[config.mk]
export PLATFORM = sky130hd
export DESIGN_NAME = scan7seg_flat
export DESIGN_NICKNAME = d
export VERILOG_FILES = /design/src/rtl/scan7seg_if.sv /design/src/rtl/scan7seg.sv /design/src/flat_wrapper.sv
export SDC_FILE = /design/constraint.sdc
export NUM_CORES = 1
export LEC_CHECK = 0
export ABC_AREA = 1
export CORE_MARGIN = 5
export CORE_UTILIZATION = 40
export CTS_CLUSTER_SIZE = 24
export DETAILED_ROUTE_END_ITERATION = 10
export SYNTH_ARGS = -nofsm -noshare
export SYNTH_HDL_FRONTEND = slang
export SYNTH_SLANG_ARGS = --single-unit
[constraint.sdc]
create_clock -name clk -period 4.7 [get_ports clk]
set_clock_uncertainty 0.1 [all_clocks]
set_input_delay 0.47 -clock clk [delete_from_list [all_inputs] [get_ports clk]]
set_output_delay 0.47 -clock clk [all_outputs]
set_load 0.02 [all_outputs]
[src/rtl/scan7seg_if.sv]
// Bus between the mm:ss counter stages and the 7-segment scan driver:
// BCD time and display options in, segment, decimal point and digit drive out.
interface scan7seg_if;
   logic [6:0] q_lo;
   logic [6:0] q_hi;
   logic       blank_lz;
   logic       colon;
   logic [6:0] seg;
   logic       dp;
   logic [3:0] dig;

   modport master (
      output q_lo, q_hi, blank_lz, colon,
      input  seg, dp, dig
   );

   modport slave (
      input  q_lo, q_hi, blank_lz, colon,
      output seg, dp, dig
   );
endinterface

[src/rtl/scan7seg.sv]
// Four-digit multiplexed 7-segment driver for an mm:ss clock. The BCD inputs are
// snapshotted once per scan frame, and each digit is lit for DIV cycles.
module scan7seg #(
   parameter int unsigned DIV = 1000
) (
   input  logic       clk,
   input  logic       rst,
   scan7seg_if.slave  bus
);
   localparam int unsigned CW   = (DIV > 2) ? $clog2(DIV) : 1;
   localparam logic [CW-1:0] LAST = CW'(DIV - 1);

   logic [CW-1:0] div_cnt;
   logic          tick_c;
   logic [1:0]    idx;
   logic [13:0]   snap;

   logic [3:0]    nib_c;
   logic          bad_c;
   logic          blank_c;
   logic [6:0]    seg_d_c;
   logic          dp_d_c;

   logic [6:0]    seg_q;
   logic          dp_q;
   logic [3:0]    dig_q;

   function automatic logic [6:0] bcd2seg(input logic [3:0] n);
      case (n)
         4'd0:    bcd2seg = 7'h3F;
         4'd1:    bcd2seg = 7'h06;
         4'd2:    bcd2seg = 7'h5B;
         4'd3:    bcd2seg = 7'h4F;
         4'd4:    bcd2seg = 7'h66;
         4'd5:    bcd2seg = 7'h6D;
         4'd6:    bcd2seg = 7'h7D;
         4'd7:    bcd2seg = 7'h07;
         4'd8:    bcd2seg = 7'h7F;
         4'd9:    bcd2seg = 7'h6F;
         default: bcd2seg = 7'h40;
      endcase
   endfunction

   assign tick_c = (div_cnt == LAST);

   // Prescaler, digit index, and frame snapshot taken as idx wraps 3 -> 0
   always_ff @(posedge clk or negedge rst) begin
      if (!rst) begin
         div_cnt <= '0;
         idx     <= 2'd0;
         snap    <= 14'd0;
      end else begin
         div_cnt <= tick_c ? '0 : div_cnt + CW'(1);
         if (tick_c) begin
            idx <= idx + 2'd1;
            if (idx == 2'd3) snap <= {bus.q_hi, bus.q_lo};
         end
      end
   end

   // Select the current digit, validate it, and work out leading-zero blanking
   always_comb begin
      nib_c   = 4'd0;
      bad_c   = 1'b0;
      blank_c = 1'b0;
      case (idx)
         2'd0: begin
            nib_c = snap[3:0];
            bad_c = (snap[3:0] > 4'd9);
         end
         2'd1: begin
            nib_c = {1'b0, snap[6:4]};
            bad_c = (snap[6:4] > 3'd5);
         end
         2'd2: begin
            nib_c   = snap[10:7];
            bad_c   = (snap[10:7] > 4'd9);
            blank_c = bus.blank_lz && (snap[13:11] == 3'd0) && (snap[10:7] == 4'd0);
         end
         2'd3: begin
            nib_c   = {1'b0, snap[13:11]};
            bad_c   = (snap[13:11] > 3'd5);
            blank_c = bus.blank_lz && (snap[13:11] == 3'd0);
         end
         default: ;
      endcase
   end

   // An invalid digit shows '-' even when it would otherwise be blanked
   always_comb begin
      seg_d_c = bcd2seg(nib_c);
      if (bad_c)
         seg_d_c = 7'h40;
      else if (blank_c)
         seg_d_c = 7'h00;
      dp_d_c = (idx == 2'd2) && bus.colon;
   end

   always_ff @(posedge clk or negedge rst) begin
      if (!rst) begin
         seg_q <= 7'h00;
         dp_q  <= 1'b0;
         dig_q <= 4'hF;
      end else begin
         seg_q <= seg_d_c;
         dp_q  <= dp_d_c;
         dig_q <= ~(4'b0001 << idx);
      end
   end

   assign bus.seg = seg_q;
   assign bus.dp  = dp_q;
   assign bus.dig = dig_q;
endmodule

[src/flat_wrapper.sv]
// flat-port wrapper written by rule: the top's interface ports become plain ports
module scan7seg_flat 
#(
   parameter int unsigned DIV = 1000
)
  (clk, rst, bus_q_lo, bus_q_hi, bus_blank_lz, bus_colon, bus_seg, bus_dp, bus_dig);
  scan7seg_if bus_i ();
  input  logic clk;
  input  logic rst;
  input wire logic [$bits(bus_i.q_lo)-1:0] bus_q_lo;
  input wire logic [$bits(bus_i.q_hi)-1:0] bus_q_hi;
  input wire logic [$bits(bus_i.blank_lz)-1:0] bus_blank_lz;
  input wire logic [$bits(bus_i.colon)-1:0] bus_colon;
  output wire logic [$bits(bus_i.seg)-1:0] bus_seg;
  output wire logic [$bits(bus_i.dp)-1:0] bus_dp;
  output wire logic [$bits(bus_i.dig)-1:0] bus_dig;
  assign bus_i.q_lo = bus_q_lo;
  assign bus_i.q_hi = bus_q_hi;
  assign bus_i.blank_lz = bus_blank_lz;
  assign bus_i.colon = bus_colon;
  assign bus_seg = bus_i.seg;
  assign bus_dp = bus_i.dp;
  assign bus_dig = bus_i.dig;
  scan7seg #(.DIV(DIV)) u_core (.clk(clk), .rst(rst), .bus(bus_i));
endmodule
==> results.sh <==
export IMPL_status="finished, final reports clean"
export IMPL_grt_pass1_wl_um=6670
export IMPL_cts_sinks=38
export IMPL_synth_top_cell_area_share=0.430
export IMPL_core_um2=4750
export IMPL_antenna_left=0
export IMPL_tightest_slew_ns=0.825
export IMPL_drt_wl_total_um=3790
export IMPL_drc_errors=0
export IMPL_worst_path_largest_cell_delay_ns=0.66
export IMPL_maxSlewHeadroom=0.450
export IMPL_power_density_nw_per_um2=240
export IMPL_max_clock_freq_mhz=448
export IMPL_worst_path_buf_inv=2
export IMPL_ys_ff_latch=38
export IMPL_vias_per_cell=4.58
export IMPL_syn_nets=271
export IMPL_power_leakage_uw=0.00112
export IMPL_htreeDepth=2
export IMPL_drtIter0Drc=129
export IMPL_final_setup_viol_count=0
export IMPL_cts_tree="yes"
export IMPL_syn_to_final_growth_pct=20.7
export IMPL_root_buffer="clkbuf_8"
export IMPL_cp_common_cell="nor2_1"
export IMPL_vdd_drop_max_mv=0.147
export IMPL_synth_cells=243
export IMPL_worstPathMaxFanout=20
export IMPL_numPortBuffers=29
export IMPL_cts_path_max_buffers=2
export IMPL_die_w_um=80.3
export IMPL_yosysWarnings=0
export IMPL_clk_latency_ns=0.28
export IMPL_critPathSlowestCell="ha_1"
export IMPL_wl_per_cell_um=11.1
export IMPL_fin_util=0.503
export IMPL_grt_max_degree=39
export IMPL_die_area_um2=6460
export IMPL_postCtsSetupRepairBufs=0
export IMPL_crit_path_end_kind="flip-flop"
export IMPL_die_height_um=80.3
export IMPL_rows=25
export IMPL_cp_top_family="adder cells"
export IMPL_cp_required_ns=4.77
export IMPL_gp_congestion=0.847
export IMPL_gr_total_overflow=0
export IMPL_fin_crit_ns=2.23
export IMPL_antennaDiodeCount=0
export IMPL_grt_usage=0.134
export IMPL_finalHoldViolations=0
export IMPL_first_global_vias=1443
export IMPL_hp_class="input pin to async pin"
export IMPL_worst_slack_ns=2.47
export IMPL_start_util=0.416
export IMPL_postPlaceCellArea_um2=2300
export IMPL_critPathKind="flip-flop to flip-flop"
export IMPL_vias=1566
export IMPL_grt_antenna_before_repair=0
export IMPL_drv_cap=0
export IMPL_slew_viol_final=0
export IMPL_worstPathArrival_ns=2.31
export IMPL_ys_types=25
export IMPL_clk_pin_slew_worst_paths_ns=0.08
export IMPL_synthTopCellsByArea="dfrtp_1 (43%), nand2_1 (13%), ha_1 (6.3%)"
export IMPL_place_worst_setup_slack_ns=2.49
export IMPL_fin_nets=302
export IMPL_rsz0062_at_grt="no"
export IMPL_avgSynthCellArea_um2=8.15
export IMPL_first_pass_iters=4
export IMPL_place_hpwl_um=2750
export IMPL_crit_chain="ha_1, nand2_1, nand2_1, nor2_2, nor2_2, inv_1, ha_1, inv_1, nor2_1, nor2_1, nor2_1"
export IMPL_setup_tns_ns=0
export IMPL_ctsHoldBuffers=0
export IMPL_stdcell_area_um2=2390
export IMPL_ios=30
export IMPL_ys_seq_area_frac=0.483
export IMPL_cts_buffers=5
export IMPL_drive_above_1_share=0.105
export IMPL_synth_area_leader_cell="dfrtp_1"
export IMPL_post_route_period_util=0.475
export IMPL_nFillCells=491
export IMPL_cts_resized=0
export IMPL_startpoint_type="flip-flop"
export IMPL_synth_cell_area_um2=1980
==> metrics by stage <==
step | hold WS, ns | power, uW | instances
2_1_floorplan | 0.0744 | 333 | 243
3_3_place_gp | 0.355 | 354 | 334
3_5_place_dp | 0.358 | 354 | 334
4_1_cts | 0.203 | 585 | 342
5_1_grt | 0.253 | 604 | 342
6_report | 0.180 | 574 | 342
==> state kept, by name, summed over array words and instances (netlist names) <==
signal / cells
u_core.idx: 2
u_core.bus.dp: 1
u_core.bus.dig: 4
u_core.bus.seg: 7
u_core.div_cnt: 10
u_core.snap: 14
==> area by class of cell <==
cell class | instances | area (um^2) | share of cell area
sequential | 38 | 956 | 0.400
clock inverter | 1 | 5.00 | 0.00209
clock buffer | 7 | 86.3 | 0.0361
multi-input combinational | 171 | 865 | 0.362
inverter | 29 | 109 | 0.0455
tap | 67 | 83.8 | 0.0351
timing repair buffer | 29 | 285 | 0.119
==> cells by family (layout without fill, tap and decap cells) <==
kind of cell | after synthesis | after routing | synth area share
AOI/OAI and AO/OA | 16 | 16 | 0.0474
buffers and inverters | 34 | 66 | 0.0803
xor gates and xnor gates | 2 | 2 | 0.00885
and+or+nand+nor | 143 | 143 | 0.317
DFF | 38 | 38 | 0.483
adders and majority gates | 10 | 10 | 0.0632
==> per-layer routing <==
layer,global-route usage,share of wire
met5,0,0
met2,0.199,0.43
met4,0.0642,0.0082
met1,0.183,0.52
met3,0.0336,0.036
==> cell usage in the layout (no fill, tap or decap), types with 3 or more instances in the layout <==
cell / n
a21oi_1: 5
clkbuf_8: 6
clkdlybuf4s50_1: 28
dfrtp_1: 34
dfstp_2: 4
ha_1: 10
inv_1: 27
nand2_1: 69
nand2_2: 3
nand3_1: 21
nor2_1: 30
nor2_2: 6
nor3_1: 7
o21ai_0: 5
o21ai_2: 3
==> report_power, final <==
group | internal, uW | switching (uW) | leakage (uW) | total, uW
clock network | 118 | 109 | 0.0000482 | 227
registers | 327 | 0 | 0.000424 | 327
logic | 11.8 | 8.03 | 0.000644 | 19.8
total | 457 | 117 | 0.00112 | 574
==> cells in the mapped netlist (all sizes together) <==
cell / number
nand2: 72
nor2: 37
dfrtp: 34
inv: 29
nand3: 22
ha: 10
o21ai: 10
nor3: 7
a21oi: 5
buf: 5
dfstp: 4
nand4: 3
xor2: 2
nand3b: 1
o21bai: 1
or2: 1
==> worst paths after layout <==
path | slack, ns | start | depth (start not counted) | endpoint
max | 2.47 | u_core.idx[0]$_DFFE_PN0N_ | 11 | u_core.bus.seg[5]$_DFF_PN0_
max reg2reg | 2.47 | u_core.idx[0]$_DFFE_PN0N_ | 11 | u_core.bus.seg[5]$_DFF_PN0_
min in group clk | 0.37 | u_core.div_cnt[0]$_DFF_PN0_ | 1 | u_core.div_cnt[0]$_DFF_PN0_
max in group asynchronous | 3.80 | rst | 1 | u_core.snap[7]$_DFFE_PN0P_
min reg2reg | 0.37 | u_core.div_cnt[0]$_DFF_PN0_ | 1 | u_core.div_cnt[0]$_DFF_PN0_
min | 0.18 | rst | 1 | u_core.div_cnt[9]$_DFF_PN0_
(Power assumes the default switching activity.)
